--- config.mk ---
export PLATFORM = sky130hd
export DESIGN_NAME = uart_rx
export DESIGN_NICKNAME = d
export VERILOG_FILES = /design/src/rtl/uart_rx.sv
export SDC_FILE = /design/constraint.sdc
export NUM_CORES = 1
export LEC_CHECK = 0
export ABC_CLOCK_PERIOD_IN_PS = 2200
export BUFFER_PORTS_ARGS = -buffer_cell sky130_fd_sc_hd__buf_2
export CORE_AREA = 3 3 73 92
export CTS_BUF_LIST = sky130_fd_sc_hd__clkbuf_16
export DETAILED_ROUTE_END_ITERATION = 7
export DIE_AREA = 0 0 76 95
export PLACE_DENSITY = 0.78
export SYNTH_ARGS = -nofsm -noshare
export SYNTH_HDL_FRONTEND = slang
export SYNTH_SLANG_ARGS = --single-unit
--- constraint.sdc ---
create_clock -name clock -period 2.2 [get_ports clock]
set_input_delay 0.11 -clock clock [delete_from_list [all_inputs] [get_ports clock]]
set_output_delay 0.11 -clock clock [all_outputs]
set_load 0.01 [all_outputs]
--- src/rtl/uart_rx.sv ---
// uart_rx: 8N1 serial receiver with a small receive FIFO on the byte side.
// Latency: a byte is visible on io_out_valid about 3 + 9.5*DIV cycles after the start-bit edge.
// Backpressure: bytes queue in the FIFO; a byte completing while it is full is dropped with io_overrun.

// uart_rx_fifo: generic power-of-two FIFO, registered storage, head shown directly.
// Latency: a push into an empty FIFO shows on out_vld the following cycle.
// Backpressure: in_rdy drops when full, except when a pop frees a slot in the same cycle.
module uart_rx_fifo #(
  parameter int DEPTH = 4,
  parameter int WIDTH = 8
) (
  input  logic             clock,
  input  logic             reset,
  input  logic             in_vld,
  input  logic [WIDTH-1:0] in_dat,
  output logic             in_rdy,
  output logic             out_vld,
  input  logic             out_rdy,
  output logic [WIDTH-1:0] out_dat
);
  localparam int AW = $clog2(DEPTH);
  localparam int PW = AW + 1;

  if (DEPTH < 2 || (DEPTH & (DEPTH - 1)) != 0) begin : g_depth_check
    $error("uart_rx_fifo: DEPTH must be a power of two and at least 2");
  end

  logic [WIDTH-1:0] mem [DEPTH];
  logic [PW-1:0]    wr_ptr;
  logic [PW-1:0]    rd_ptr;
  logic             full;
  logic             empty;
  logic             push;
  logic             pop;

  // Pointers carry one extra wrap bit so full and empty can be told apart.
  assign empty   = (wr_ptr == rd_ptr);
  assign full    = (wr_ptr[AW] != rd_ptr[AW]) && (wr_ptr[AW-1:0] == rd_ptr[AW-1:0]);
  assign out_vld = !empty;
  assign out_dat = mem[rd_ptr[AW-1:0]];
  assign pop     = out_vld && out_rdy;
  assign in_rdy  = !full || pop;
  assign push    = in_vld && in_rdy;

  // Storage and pointer update; a full FIFO with a same-cycle pop still takes the push.
  always_ff @(posedge clock) begin
    if (reset) begin
      wr_ptr <= '0;
      rd_ptr <= '0;
      for (int i = 0; i < DEPTH; i++) begin
        mem[i] <= '0;
      end
    end else begin
      if (push) begin
        mem[wr_ptr[AW-1:0]] <= in_dat;
        wr_ptr              <= wr_ptr + PW'(1);
      end
      if (pop) begin
        rd_ptr <= rd_ptr + PW'(1);
      end
    end
  end
endmodule

// uart_rx: start-bit detect, mid-bit sampling, stop-bit check, FIFO push.
// Latency: push happens on the stop-bit sample; out valid the next cycle.
// Backpressure: io_out_ready pops the FIFO; full FIFO drops new bytes and pulses io_overrun.
module uart_rx #(
  parameter int CLOCK_FREQ = 100000000,
  parameter int BAUD_RATE  = 115200,
  parameter int DEPTH      = 4
) (
  input  logic       clock,
  input  logic       reset,
  input  logic       io_in,
  output logic       io_out_valid,
  input  logic       io_out_ready,
  output logic [7:0] io_out_bits,
  output logic       io_frame_error,
  output logic       io_overrun
);
  localparam int DIV = CLOCK_FREQ / BAUD_RATE;
  localparam int CW  = $clog2(DIV);

  if (DIV < 4) begin : g_div_check
    $error("uart_rx: CLOCK_FREQ / BAUD_RATE must be at least 4");
  end

  typedef enum logic [2:0] {
    S_IDLE,
    S_START,
    S_DATA,
    S_STOP,
    S_RECOVER
  } state_t;

  state_t        state;
  logic [CW-1:0] cnt;
  logic [2:0]    idx;
  logic [7:0]    data;
  logic          rx_meta;
  logic          rx_s;
  logic          half_hit;
  logic          bit_hit;
  logic          push_vld;
  logic          push_rdy;

  // Two-flop synchronizer; resets to the idle (high) line level.
  always_ff @(posedge clock) begin
    if (reset) begin
      rx_meta <= 1'b1;
      rx_s    <= 1'b1;
    end else begin
      rx_meta <= io_in;
      rx_s    <= rx_meta;
    end
  end

  assign half_hit = (cnt == CW'(DIV / 2 - 1));
  assign bit_hit  = (cnt == CW'(DIV - 1));
  // A good stop bit hands the byte straight to the FIFO in the same cycle.
  assign push_vld = (state == S_STOP) && bit_hit && rx_s;

  // Frame state machine: bit timing, shifting, and the two error pulses.
  always_ff @(posedge clock) begin
    if (reset) begin
      state          <= S_IDLE;
      cnt            <= '0;
      idx            <= '0;
      data           <= '0;
      io_frame_error <= 1'b0;
      io_overrun     <= 1'b0;
    end else begin
      io_frame_error <= 1'b0;
      io_overrun     <= push_vld && !push_rdy;
      case (state)
        S_IDLE: begin
          if (!rx_s) begin
            cnt   <= '0;
            state <= S_START;
          end
        end
        S_START: begin
          if (half_hit) begin
            cnt <= '0;
            idx <= '0;
            // A start bit gone high by mid-bit is a glitch, not a frame.
            state <= rx_s ? S_IDLE : S_DATA;
          end else begin
            cnt <= cnt + CW'(1);
          end
        end
        S_DATA: begin
          if (bit_hit) begin
            data <= {rx_s, data[7:1]};
            cnt  <= '0;
            idx  <= idx + 3'd1;
            if (idx == 3'd7) begin
              state <= S_STOP;
            end
          end else begin
            cnt <= cnt + CW'(1);
          end
        end
        S_STOP: begin
          if (bit_hit) begin
            cnt <= '0;
            if (rx_s) begin
              state <= S_IDLE;
            end else begin
              io_frame_error <= 1'b1;
              state          <= S_RECOVER;
            end
          end else begin
            cnt <= cnt + CW'(1);
          end
        end
        S_RECOVER: begin
          // Wait out a held-low line so a break reports a single error.
          if (rx_s) begin
            state <= S_IDLE;
          end
        end
        default: begin
          state <= S_IDLE;
        end
      endcase
    end
  end

  uart_rx_fifo #(
    .DEPTH (DEPTH),
    .WIDTH (8)
  ) u_fifo (
    .clock   (clock),
    .reset   (reset),
    .in_vld  (push_vld),
    .in_dat  (data),
    .in_rdy  (push_rdy),
    .out_vld (io_out_valid),
    .out_rdy (io_out_ready),
    .out_dat (io_out_bits)
  );
endmodule

== Yosys cells after proc, flatten, opt, wreduce, memory -nomap -nowiden ==
Memory sizes are Yosys's and may differ from the RTL's. A register that Yosys moved wholly into a read port is not among the register bits.
Index checks and enable logic that the tools add are counted.

* Register bits after elaboration: 34
* Memory bits (writable): 32
* Output and inout port bits: 11
* Word-level logic and storage cells: 80
* Memories kept: 1

{| class="wikitable"
|+ Memories
! name !! words !! bits a word !! rd ports !! clocked after memory_dff !! write ports !! RTL line !! source
|-
| u_fifo.mem || 4 || 8 || 1 || 1 || 4 || 28 || <nowiki>logic [WIDTH-1:0] mem [DEPTH];</nowiki>
|}

* Add/sub/neg operators: 4
* Equality and inequality tests: 16
* Mux-type cells: 27
* Bitwise operators: 2
* Reduce and logical (&&, ||, !) cells: 20

{| class="wikitable"
|+ Operator list
! operator !! number
|-
| $mux 10 || 3
|-
| $pmux 10 s3 || 1
|-
| $mux 3 || 9
|-
| $pmux 3 s5 || 1
|-
| $ne 2x2->1 const B || 6
|-
| $add 10x1->10 const B || 1
|-
| $eq 10x10->1 const B || 1
|-
| $eq 10x9->1 const B || 1
|-
| $add 3x1->3 const B || 3
|-
| $mux 2 || 4
|-
| $mux 8 || 1
|-
| $reduce_or 8->1 || 1
|-
| $mux 1 || 7
|-
| $eq 3x2->1 const B || 2
|-
| $eq 3x3->1 const B || 2
|-
| $logic_and 1x1->1 || 6
|-
| $pmux 3 s2 || 1
|-
| $reduce_and 6->1 || 1
|-
| $reduce_and 2->1 || 2
|-
| $eq 3x1->1 const B || 1
|-
| $eq 3x3->1 || 1
|-
| $logic_not 1->1 || 3
|-
| $logic_not 3->1 || 1
|-
| $reduce_and 3->1 || 1
|-
| other kinds (8) || 9
|}

== Logic depth before layout (Yosys ltp) ==
* Depth in word-level cells: 10
* Gate-level depth with buffers: 7

== Cells and area by module ==
From an unflattened synthesis, not the netlist that was laid out.

* Cell total of the unflattened synthesis: 295
* Area, all modules: 3299.4 um^2

{| class="wikitable"
|+ By module, submodules not included
! module !! instances !! cells each !! area each (um^2) !! seq. area each (um^2)
|-
| uart_rx_fifo || 1 || 142 || 1931.9 || 1121.1
|-
| uart_rx || 1 || 153 || 1367.6 || 560.5
|}

== Worst setup path after synthesis ==
Ideal clock, no wire load.

* Path type: reg-to-reg
* From: register cnt[0]
* To: memory u_fifo.mem[1][0], enable pin
* Setup time: 0.329 ns
* Data arrival time: 1.884 ns
* Data required time: 1.871 ns
* Path slack: -0.013 ns
* Cell stages (with the launch flop): 8
* Path buffers: 1
* Period minus slack after synthesis: 2.213 ns
* Cells stage by stage: dfxtp_1 -> ha_1 -> and4bb_2 -> nand4_2 -> nor3_2 -> buf_2 -> nor3b_4 -> or2_1

{| class="wikitable"
|+ RTL lines
! element !! RTL line !! source
|-
| from (decl) || 98 || <nowiki>logic [CW-1:0] cnt;</nowiki>
|-
| from (signal assigned) || 150 || <nowiki>cnt <= cnt + CW'(1);</nowiki>
|-
| from (signal assigned) || 162 || <nowiki>cnt <= cnt + CW'(1);</nowiki>
|-
| from (signal assigned) || 175 || <nowiki>cnt <= cnt + CW'(1);</nowiki>
|-
| to (decl) || 28 ||
|}

==> results.cfg <==
[cells_and_area]
final_nets = 322
multiInputGateArea_um2 = 1464
antenna_cells = 0
fin_util_pct = 64.73
syn_to_final_growth_pct = 18.04
drive_above_1_share_pct = 22.71
finalNonFillerCells = 399
seqCellArea_um2 = 1682
fillers = 448

[floorplan]
rows = 31
die_h_um = 95
fp.dieW_um = 76
core_area_um2 = 5857
start_util_pct = 54.84
io_pins = 15
die_area_um2 = 7220

[power]
worst_ir_drop_vdd_mv = 0.4427
leakagePower_nw = 1.475
power_density_nw_per_um2 = 820.4

[timing]
hold_ws_ns = 0.1060
rsz0062_at_grt = false
drv_slew = 0
fin_skew_ns = 0.007334
max_clock_freq_mhz = 491.4
setup-tns-final_ns = 0
finalSetupViolCount = 0
min_period_ns = 2.035
slew_headroom_pct = 64.92
worst_pin_slew_ns = 0.5255
finalHoldViolations = 0
finalCritPeriodShare_pct = 92.49

[global_route]
antenna_found_initial = 0
grt-ovfl-total = 0
grt_pass1_vias = 2163
grt.total_usage_pct = 17.40
grt_max_degree = 31
grt_first_pass_wirelength_um = 9701

[clocking]
clockBufferDepth = 2
cts_sinks = 68
cts_tree = built
cts_setup_buffers = 0
cts.clk_slew.worst_paths_ns = 0.05
ctsRootBufferMaster = clkbuf_16
htree_num_levels = 3
worstSkewPairLatency_ns = 0.33
cts_made_buffers = 9

[logic_synthesis]
ys_warn_count = 0
yosys.area.top_type_share_pct = 29.92
synth-main-ff-cell = dfxtp_1
yosysTopAreaCell = edfxtp_1
ys_seq_area_share_pct = 52.36
synthArstFlopShare_pct = 0
synth_cells = 283
synth_area_leaders = edfxtp_1 (30%), dfxtp_1 (22%), and2_1 (6.4%)
yosysUniqueCellTypes = 50
synthesis.area_um2 = 3212
yosys.cell_count.top_type = dfxtp_1
synthTopCellsByCount = dfxtp_1 (36), and2_1 (33), edfxtp_1 (32)
postSynthAreaPerCell_um2 = 11.35
syn_nets = 293
synth-edff-count = 32
ys_ff_latch = 68

[place]
numPortBuffers = 14
place_hpwl_um = 4002
dp.cells = 382
place_congestion = 0.8368

[worst_hold_path]
hp-start = reset
hold_class = input port to flop

[job]
cap_violations = 0

[detailed_routing]
viasPerCell = 5.381
drt-total-wl_um = 5681
drt-initial-drc-count = 96
ant_nets = 0
drc = 0
first_pass_iters = 4
avgRoutedWirePerCell_um = 14.24
via_count = 2147

[worst_setup_path]
required_ns = 2.23
path_class = flop to flop
worstPathMaxFanout = 8
rr_startpoint = cnt[0]$_SDFFE_PP0P_
startpoint = cnt[0]$_SDFFE_PP0P_
cp.arrival_ns = 2.06
start_kind = flop
end_kind = flop

[outcome]
outcome = finished, final reports clean
-- logic make-up (layout without fill, tap and decap cells) --
logic type / count (synthesis) / count (layout) / synth area share [%]
simple gates: 126 / 126 / 22.71
flops: 68 / 68 / 52.36
compound gates: 37 / 37 / 8.804
mux: 20 / 20 / 9.349
buf+inv: 18 / 52 / 2.259
xor+xnor: 8 / 8 / 2.182
fa+ha+maj: 6 / 6 / 2.337
-- metal layers --
| layer | track usage [%] | up-vias | routed length [um] |
|---|---|---|---|
| met5 | 0 | - | 0 |
| met4 | 12.39 | 0 | 172 |
| met3 | 2.576 | 16 | 133 |
| met2 | 31.73 | 30 | 2918 |
| met1 | 18.59 | 1007 | 2457 |
| li1 | - | 1094 | - |
-- cell type report --
cell class | instances | share of cell area, %
clock inverters | 7 | 2.607
repair buffers | 31 | 5.281
inverters | 5 | 0.4950
flip-flops and latches | 68 | 44.36
clock buffers | 9 | 5.941
well taps | 82 | 2.706
multi-input cells | 197 | 38.61
-- power breakdown --
part           leakage [nW]  total, mW  switching, mW  internal, mW
clock                 0.158       1.52          0.526         0.998
sequential            0.594       1.39         0.0236          1.36
combinational         0.722      0.197          0.116        0.0811
total                  1.47       3.11          0.666          2.44
-- registers in the layout (all words and copies together), names as in the netlist, named ones only --
register        count
u_fifo.wr_ptr       3
state               3
data                8
rx_s                1
u_fifo.rd_ptr       3
cnt                10
rx_meta             1
io_overrun          1
idx                 3
u_fifo.mem         32
io_frame_error      1
-- worst paths after layout --
check | to | slack, ns | cells past startpoint
worst max-delay path | u_fifo.mem[0][6]$_SDFFCE_PN0P_ | 0.17 | 6
worst min register to register | rx_s$_SDFF_PP1_ | 0.42 | 1
worst min-delay path | cnt[1]$_SDFFE_PP0P_ | 0.11 | 2
worst max register to register | u_fifo.mem[0][6]$_SDFFCE_PN0P_ | 0.17 | 6
-- stage by stage --
stage	total power, mW	setup slack [ns]	instance area [um2]
after global routing	3.214	0.03246	3791
after CTS	3.140	0.1192	3787
after floorplan	1.548	0.08712	3214
after detailed placement	1.608	0.1597	3453
after global placement	1.603	0.2025	3453
final	3.110	0.1652	3791
-- worst max-delay path, cell delays in order, from the launching register on --
cell	delay, ns
dfxtp_1	0.41
ha_1	0.22
and4bb_2	0.26
nand4_2	0.15
nor3_2	0.26
nor3b_2	0.22
or2_4	0.22
-- cells in the final DEF, fill, tap and decap left out, types with 9 or more instances in the layout --
cell       synthesis  routed
and2_1            33      33
buf_2              4      14
buf_4              0      16
clkbuf_16          0       9
dfxtp_1           36      36
edfxtp_1          32      32
mux2i_1           12      12
nand2_1           15      15
nand3_1           11      11
nor2_1            24      24
-- what timing repair did --
| action | 4_1_cts | 5_1_grt |
|---|---|---|
| gates resized for setup | 0 | 2 |
| endpoints found under the hold margin | 1 | 0 |
| endpoints found under the setup margin | 0 | 9 |
| hold buffers | 1 | 0 |
Note: power is estimated with default switching activity, not from simulation.
